**src/rtl/rob_multi_commit.sv**
```systemverilog
// Reorder buffer: single-entry allocation, multi-port completion, in-order
// multi-wide commit and a full squash when a mispredicted branch retires.
module rob_multi_commit #(
  parameter int DEPTH      = 16,
  parameter int PREG_W     = 6,
  parameter int CMPL_PORTS = 2,
  parameter int COMMIT_W   = 2,
  localparam int TAG_W     = $clog2(DEPTH)
) (
  input  logic                         clk,
  input  logic                         reset,
  input  logic                         alloc_valid,
  output logic                         alloc_ready,
  input  logic [4:0]                   alloc_rd_log,
  input  logic [PREG_W-1:0]            alloc_rd_phys,
  input  logic [PREG_W-1:0]            alloc_rd_old_phys,
  input  logic                         alloc_is_branch,
  input  logic [31:0]                  alloc_pc,
  output logic [TAG_W-1:0]             alloc_tag,
  input  logic [CMPL_PORTS-1:0]        cmpl_valid,
  input  logic [CMPL_PORTS*TAG_W-1:0]  cmpl_tag,
  input  logic [CMPL_PORTS-1:0]        cmpl_mispred,
  output logic [COMMIT_W-1:0]          commit_valid,
  output logic [COMMIT_W*5-1:0]        commit_rd_log,
  output logic [COMMIT_W*PREG_W-1:0]   commit_rd_phys,
  output logic [COMMIT_W*PREG_W-1:0]   commit_rd_old_phys,
  output logic                         flush_valid,
  output logic [31:0]                  flush_pc,
  output logic [TAG_W:0]               count
);

  logic [DEPTH-1:0]  valid_q, valid_d, done_q, done_d;
  logic [DEPTH-1:0]  mispred_q, mispred_d, is_branch_q, is_branch_d;
  logic [4:0]        rd_log_q [DEPTH];
  logic [4:0]        rd_log_d [DEPTH];
  logic [PREG_W-1:0] rd_phys_q [DEPTH];
  logic [PREG_W-1:0] rd_phys_d [DEPTH];
  logic [PREG_W-1:0] rd_old_phys_q [DEPTH];
  logic [PREG_W-1:0] rd_old_phys_d [DEPTH];
  logic [31:0]       pc_q [DEPTH];
  logic [31:0]       pc_d [DEPTH];
  logic [TAG_W-1:0]  head_q, head_d, tail_q, tail_d;
  logic [TAG_W:0]    cnt_q, cnt_d;
  logic [TAG_W:0]    n_ret;
  logic              alloc_fire;

  assign count       = cnt_q;
  assign alloc_tag   = tail_q;
  assign alloc_ready = (cnt_q != (TAG_W+1)'(DEPTH)) && !flush_valid;
  assign alloc_fire  = alloc_valid && alloc_ready;

  // A lane retires only if every older lane retires and none of them is a
  // mispredicted branch, so the first blocked or mispredicted lane ends the scan.
  always_comb begin
    logic [TAG_W-1:0] idx;
    logic             blocked;
    commit_valid       = '0;
    commit_rd_log      = '0;
    commit_rd_phys     = '0;
    commit_rd_old_phys = '0;
    flush_valid        = 1'b0;
    flush_pc           = '0;
    n_ret              = '0;
    blocked            = 1'b0;
    idx                = '0;
    for (int i = 0; i < COMMIT_W; i++) begin
      idx = head_q + TAG_W'(i);
      if (!blocked && (cnt_q > (TAG_W+1)'(i)) && valid_q[idx] && done_q[idx]) begin
        commit_valid[i]                        = 1'b1;
        commit_rd_log[i*5 +: 5]                = rd_log_q[idx];
        commit_rd_phys[i*PREG_W +: PREG_W]     = rd_phys_q[idx];
        commit_rd_old_phys[i*PREG_W +: PREG_W] = rd_old_phys_q[idx];
        n_ret = n_ret + (TAG_W+1)'(1);
        if (mispred_q[idx]) begin
          flush_valid = 1'b1;
          flush_pc    = pc_q[idx];
          blocked     = 1'b1;
        end
      end else begin
        blocked = 1'b1;
      end
    end
  end

  // Completions are applied first, then retirement clears valid bits, then the
  // new allocation claims the tail slot; a flush overrides all of it.
  always_comb begin
    logic [TAG_W-1:0] tag;
    valid_d       = valid_q;
    done_d        = done_q;
    mispred_d     = mispred_q;
    is_branch_d   = is_branch_q;
    rd_log_d      = rd_log_q;
    rd_phys_d     = rd_phys_q;
    rd_old_phys_d = rd_old_phys_q;
    pc_d          = pc_q;
    head_d        = head_q + n_ret[TAG_W-1:0];
    tail_d        = tail_q;
    cnt_d         = cnt_q - n_ret;
    tag           = '0;
    if (!flush_valid) begin
      for (int p = 0; p < CMPL_PORTS; p++) begin
        tag = cmpl_tag[p*TAG_W +: TAG_W];
        if (cmpl_valid[p] && valid_q[tag]) begin
          done_d[tag] = 1'b1;
          if (is_branch_q[tag] && cmpl_mispred[p]) mispred_d[tag] = 1'b1;
        end
      end
    end
    for (int i = 0; i < COMMIT_W; i++) begin
      if (commit_valid[i]) valid_d[head_q + TAG_W'(i)] = 1'b0;
    end
    if (flush_valid) begin
      valid_d = '0;
      tail_d  = head_d;
      cnt_d   = '0;
    end else if (alloc_fire) begin
      valid_d[tail_q]       = 1'b1;
      done_d[tail_q]        = 1'b0;
      mispred_d[tail_q]     = 1'b0;
      is_branch_d[tail_q]   = alloc_is_branch;
      rd_log_d[tail_q]      = alloc_rd_log;
      rd_phys_d[tail_q]     = alloc_rd_phys;
      rd_old_phys_d[tail_q] = alloc_rd_old_phys;
      pc_d[tail_q]          = alloc_pc;
      tail_d                = tail_q + TAG_W'(1);
      cnt_d                 = cnt_d + (TAG_W+1)'(1);
    end
  end

  always_ff @(posedge clk or posedge reset) begin
    if (reset) begin
      valid_q     <= '0;
      done_q      <= '0;
      mispred_q   <= '0;
      is_branch_q <= '0;
      head_q      <= '0;
      tail_q      <= '0;
      cnt_q       <= '0;
    end else begin
      valid_q     <= valid_d;
      done_q      <= done_d;
      mispred_q   <= mispred_d;
      is_branch_q <= is_branch_d;
      head_q      <= head_d;
      tail_q      <= tail_d;
      cnt_q       <= cnt_d;
    end
  end

  // Payload is qualified by valid, so it needs no reset.
  always_ff @(posedge clk) begin
    rd_log_q      <= rd_log_d;
    rd_phys_q     <= rd_phys_d;
    rd_old_phys_q <= rd_old_phys_d;
    pc_q          <= pc_d;
  end

endmodule

```
**config.mk**
```make
export PLATFORM = sky130hd
export DESIGN_NAME = rob_multi_commit
export DESIGN_NICKNAME = d
export VERILOG_FILES = /design/src/rtl/rob_multi_commit.sv
export SDC_FILE = /design/constraint.sdc
export NUM_CORES = 1
export LEC_CHECK = 0
export BUFFER_PORTS_ARGS = -buffer_cell sky130_fd_sc_hd__buf_2
export CAP_MARGIN = 30
export CORE_MARGIN = 1.5
export CORE_UTILIZATION = 35
export DETAILED_ROUTE_END_ITERATION = 6
export PLACE_DENSITY = 0.48
export SLEW_MARGIN = 20
export SYNTH_ARGS = -nofsm -noshare
export SYNTH_HDL_FRONTEND = slang
export SYNTH_SLANG_ARGS = --single-unit
```
**constraint.sdc**
```tcl
create_clock -name clk -period 11.6 [get_ports clk]
set_input_delay 0.58 -clock clk [delete_from_list [all_inputs] [get_ports clk]]
set_output_delay 0.58 -clock clk [all_outputs]
set_load 0.01 [all_outputs]
```
# [Word-level counts from Yosys, hierarchy flattened]
# Cells that the tools add are included.
[totals] reg_bits=861 in_bits=65 output_inout_bits=79 elab_cells=237
[classes] add_sub_neg=6 n_lt_le_gt_ge=16 eq_ne=1 mux=106 bitwise=16 n_reduce_logical=21
[op_table] cell="$bwmux W512" count=1
[op_table] cell="$mux W16" count=18
[op_table] cell="$mux W32" count=9
[op_table] cell="$bmux W32 S4" count=2
[op_table] cell="$bwmux W96" count=2
[op_table] cell="$demux W32 S4" count=1
[op_table] cell="$bmux W6 S4" count=4
[op_table] cell="$bwmux W80" count=1
[op_table] cell="$or A16 B16 Y16" count=5
[op_table] cell="$mux W6" count=13
[op_table] cell="$and A16 B16 Y16" count=4
[op_table] cell="$mux W5" count=10
[op_table] cell="$not A16 Y16" count=3
[op_table] cell="$bmux W1 S4" count=10
[op_table] cell="$bmux W5 S4" count=2
[op_table] cell="$lt A4 B5 Y1 const B" count=5
[op_table] cell="$demux W6 S4" count=1
[op_table] cell="$mux W1" count=23
[op_table] cell="$demux W1 S4" count=5
[op_table] cell="$demux W5 S4" count=1
[op_table] cell="$ge A4 B1 Y1 const B" count=5
[op_table] cell="$logic_and A1 B1 Y1" count=17
[op_table] cell="$bwmux W16" count=1
[op_table] cell="$ge A5 B5 Y1 const B" count=3
[op_table] cell="other kinds (13)" count=20

# [Logic depth before layout (Yosys ltp)]
[logic_depth] ltp_word=18 mapped_depth=24 ltp_nobuf=16

# [Least setup slack after synthesis]
# No wires, ideal clock.
[synth_path] path_kind="reg-to-reg" from="register head_q[1]" to="register is_branch_q[0]" setup_ns=0.126 t_arrival_ns=6.342 required_time_ns=11.474 setup_slack_ns=5.132 stages_incl_launch_ff=19 path_buffers=8 period_less_slack_ns=6.468 cell_sequence="dfrtp_1 buf_2 buf_2 buf_4 buf_2 clkbuf_1 buf_2 inv_1 ha_1 buf_2 mux4_2 nand2_1 nand2_1 nand3_1 a31o_2 inv_4 buf_4 nor2_1 mux2_2"
[synth_via] elab_chain_cells=14 elab_cells_between_ends=29 cone_classes="add/sub (1); mux (17); bitwise (1); reduce/logical (10)"
[synth_lines] element="start: declaration" line_no="42" source="logic [TAG_W-1:0] head_q, head_d, tail_q, tail_d;"
[synth_lines] element="start signal: assignment" line_no="137" source="head_q <= '0;"
[synth_lines] element="start signal: assignment" line_no="145" source="head_q <= head_d;"
[synth_lines] element="branches (longest 9 deep; another with $add A4 B1 Y4)"
[synth_lines] element="$mux W1 (*)" line_no="68" source="if (!blocked && (cnt_q > (TAG_W+1)'(i)) && valid_q[idx] && done_q[idx]) begin"
[synth_lines] element="$logic_not A1 Y1"
[synth_lines] element="$logic_and A1 B1 Y1" line_no="49" source="assign alloc_ready = (cnt_q != (TAG_W+1)'(DEPTH)) && !flush_valid;"
[synth_lines] element="$logic_and A1 B1 Y1" line_no="50" source="assign alloc_fire = alloc_valid && alloc_ready;"
[synth_lines] element="$reduce_and A2 Y1 (no source line) (*)"
[synth_lines] element="end signal: assignment" line_no="144" source="is_branch_q <= is_branch_d;"
[synth_lines] element="end: declaration" line_no="33" source="logic [DEPTH-1:0] mispred_q, mispred_d, is_branch_q, is_branch_d;"
# Mark *: on every way between the ends. The select of a mux whose other input is x is not followed.
# A chain may end at the register's enable or synchronous reset.

# [Worst setup path in the final report]
[layout_path] from="register head_q[0]" to="output flush_pc[8]"
[layout_via] elab_chain_cells=10 elab_cells_between_ends=33 cone_classes="add/sub (1); mux (24); bitwise (2); reduce/logical (6)"
[layout_lines] element="branches (longest 9 deep; another with $add A4 B1 Y4)"
[layout_lines] element="$mux W32 (*)" line_no="68"
[layout_lines] element="end: declaration" line_no="28" source="output logic [31:0] flush_pc,"
# Marks and branches as above.

==> metrics.cfg <==
[worst_setup_path]
cp.arrival_ns=6.69
r2r_cells=11
worstPathCellList=inv_2, ha_4, buf_4, buf_16, buf_4, buf_4, buf_16, mux4_2, nand2_1, nand3_1, nand2_1, o21ai_0, buf_2
required_ns=11.02
slowest_delay_ns=0.98
critPathLaunchType=flop
cp_max_fo=49
cp_slowest_cell=dfrtp_4
path_class=reg -> out
endpoint_kind=output pin
cp_common_cell=buf_4

[timing]
hold_viol=0
fin_tns_setup_ns=0
fin_ws_ns=4.330
hold_slack_ns=0.2630
post-route-min-period_ns=7.270
tightestPinTransition_ns=1.124
finClkSkew_ns=0.03731
max_freq_mhz=137.6
post-route-period-util=0.6267
slew_violations=0
setup_viol=0
rsz0062_at_grt=false
slew_headroom=0.2426

[drt]
routed_wl_um=122200
drtIter0Drc=2495
drtAntennaViolNets=0
route.detailed.drc=0
wl_met1_um=52620
dr.pass1.iters=5
via_count=24041
route.met2.wl_um=60080
top_layer=met5
wire_per_inst_um=30.04
wl_met3_um=6847
vias_per_cell=5.913

[clocking]
clock_sinks=861
numCtsBuffers=97
cts_max_level=3
hold_buffers=1
cts_setup_buffers=0
cts_tree=yes
path_clk_slew_ns=0.06
insertion_delay_ns=0.68
clockRootBuffer=clkbuf_16
clockBufferDepth=3
post_cts_resize_count=0

[logic_synthesis]
synth_nets=2405
synth-edff-count=784
synth_warnings=0
ys_top_cells_by_count=784 x edfxtp_1, 470 x mux4_2, 285 x nand2_1
syn_avg_cell_area_um2=17.80
yosysTopAreaCell=edfxtp_1
synth_ff_type=edfxtp_1
synthArstFlopShare=0.08943
synth_seq_area_share=0.6157
synthesis.area_um2=41360
yosys-top-cells-area=edfxtp_1 57%, mux4_2 26%, dfrtp_1 4.7%
syn-instance-count=2324
synth_top_area_share=0.5692
ys_ff_latch=861
synth.most_common_cell=edfxtp_1
synth.distinct_cells=66

[pwr]
power.total_mw=13.96
leakage_nw=15.67
peakVddDrop_mv=0.2212
cellPowerDensity_nw_per_um2=294.4

[final_layout]
design_area_um2=47420
post-route-util=0.4064
final_nets=2540
area_delta_synth_final_pct=14.64
instances_no_fill=4066
drive_above_1_share=0.3462
antenna_cells=0

[floorplan]
die_w_um=346.8
row_count=125
core_um2=116700
fp.dieArea_um2=120300
start_util=0.3545
ios=144
die_h_um=346.8

[placed_design]
post-dp-hpwl_um=68000
place.gp.congestion=0.8345
dp_worst_setup_slack_ns=4.691
postPlaceCellArea_um2=43960
dp.cells=3877
portBuffers=143

[global_route]
grtUsageTotal=0.2031
grt_pass1_vias=25086
antenna_found_initial=12
grt_pass1_wl_um=179000
grt_max_degree=144
grt-ovfl-total=0

[worst_hold_path]
hold_depth=1
hold_class=in -> reg

[flow_run]
cap_violations=0

[outcome]
status=finished clean

## final cells by class
type,instances,area [um^2]
sequential,861,25480
timing repair buffer,214,1506
inverter,20,78.83
tap,1524,1907
clock inverter,70,808.3
multi-input combinational,1265,15140
clock buffer,112,2494
fill,10433,69260
## critical path, delay by kind of cell, from the launching register on
kind	cells	cell delay, ns
buffers and inverters	7	2.68
AND/OR/NAND/NOR	3	0.27
AO/OA/AOI/OAI	1	0.87
adder cells (fa/ha/maj)	1	0.84
multiplexers	1	0.27
flip-flops	1	0.98
## layer usage
| layer | track usage | vias to the layer above |
|---|---|---|
| met4 | 0.05317 | 12 |
| met1 | 0.2824 | 13092 |
| met3 | 0.02952 | 179 |
| li1 | - | 9904 |
| met2 | 0.3348 | 854 |
| met5 | 0 | - |
## flip-flops by register name, summed over array words and instances (netlist names), 5 cells and up
| register | cells |
|---|---|
| done_q | 16 |
| pc_q | 512 |
| mispred_q | 16 |
| rd_phys_q | 96 |
| is_branch_q | 16 |
| count | 5 |
| valid_q | 16 |
| rd_log_q | 80 |
| rd_old_phys_q | 96 |
## placed cells by master, fill, tap and decap left out, types with 21 or more instances in the layout
| cell | synthesis | layout |
|---|---|---|
| a21oi_1 | 38 | 38 |
| buf_2 | 46 | 143 |
| buf_4 | 2 | 55 |
| clkbuf_16 | 0 | 97 |
| clkinv_2 | 0 | 21 |
| dfrtp_1 | 77 | 73 |
| edfxtp_1 | 784 | 784 |
| mux4_2 | 470 | 470 |
| nand2_1 | 285 | 284 |
| nand3_1 | 145 | 145 |
| nor2_1 | 52 | 49 |
| o21ai_0 | 35 | 35 |
| o22ai_1 | 32 | 32 |
## final timing paths
check	startpoint	end	slack, ns
setup / recovery	head_q[0]	flush_pc[8]	4.33
setup reg to reg	head_q[0]	rd_phys_q[20]	5.52
max in group asynchronous	reset	is_branch_q[1]	10.36
min in group asynchronous	reset	count[4]	0.34
hold reg to reg	is_branch_q[15]	is_branch_q[15]	0.51
hold / removal	alloc_pc[1]	pc_q[193]	0.26
## power by group
part	switching, mW	internal, mW	leakage, nW	total [mW]
Clock	1.29	1.92	1.61	3.21
Sequential	0.379	3.81	8.02	4.19
Combinational	3.63	2.93	6.04	6.56
Total	5.30	8.67	15.7	14.0
## cell families (layout without fill, tap and decap cells)
family | Yosys count | count (layout) | synth area share
flip-flops | 861 | 861 | 0.6157
AND/OR/NAND/NOR | 584 | 584 | 0.06930
multiplexers | 493 | 493 | 0.2622
buffers and inverters | 198 | 416 | 0.02024
AO/OA/AOI/OAI | 156 | 156 | 0.02378
adder cells (fa/ha/maj) | 16 | 16 | 0.005203
XOR/XNOR | 16 | 16 | 0.003569
Power figures use the tool's default switching activity.
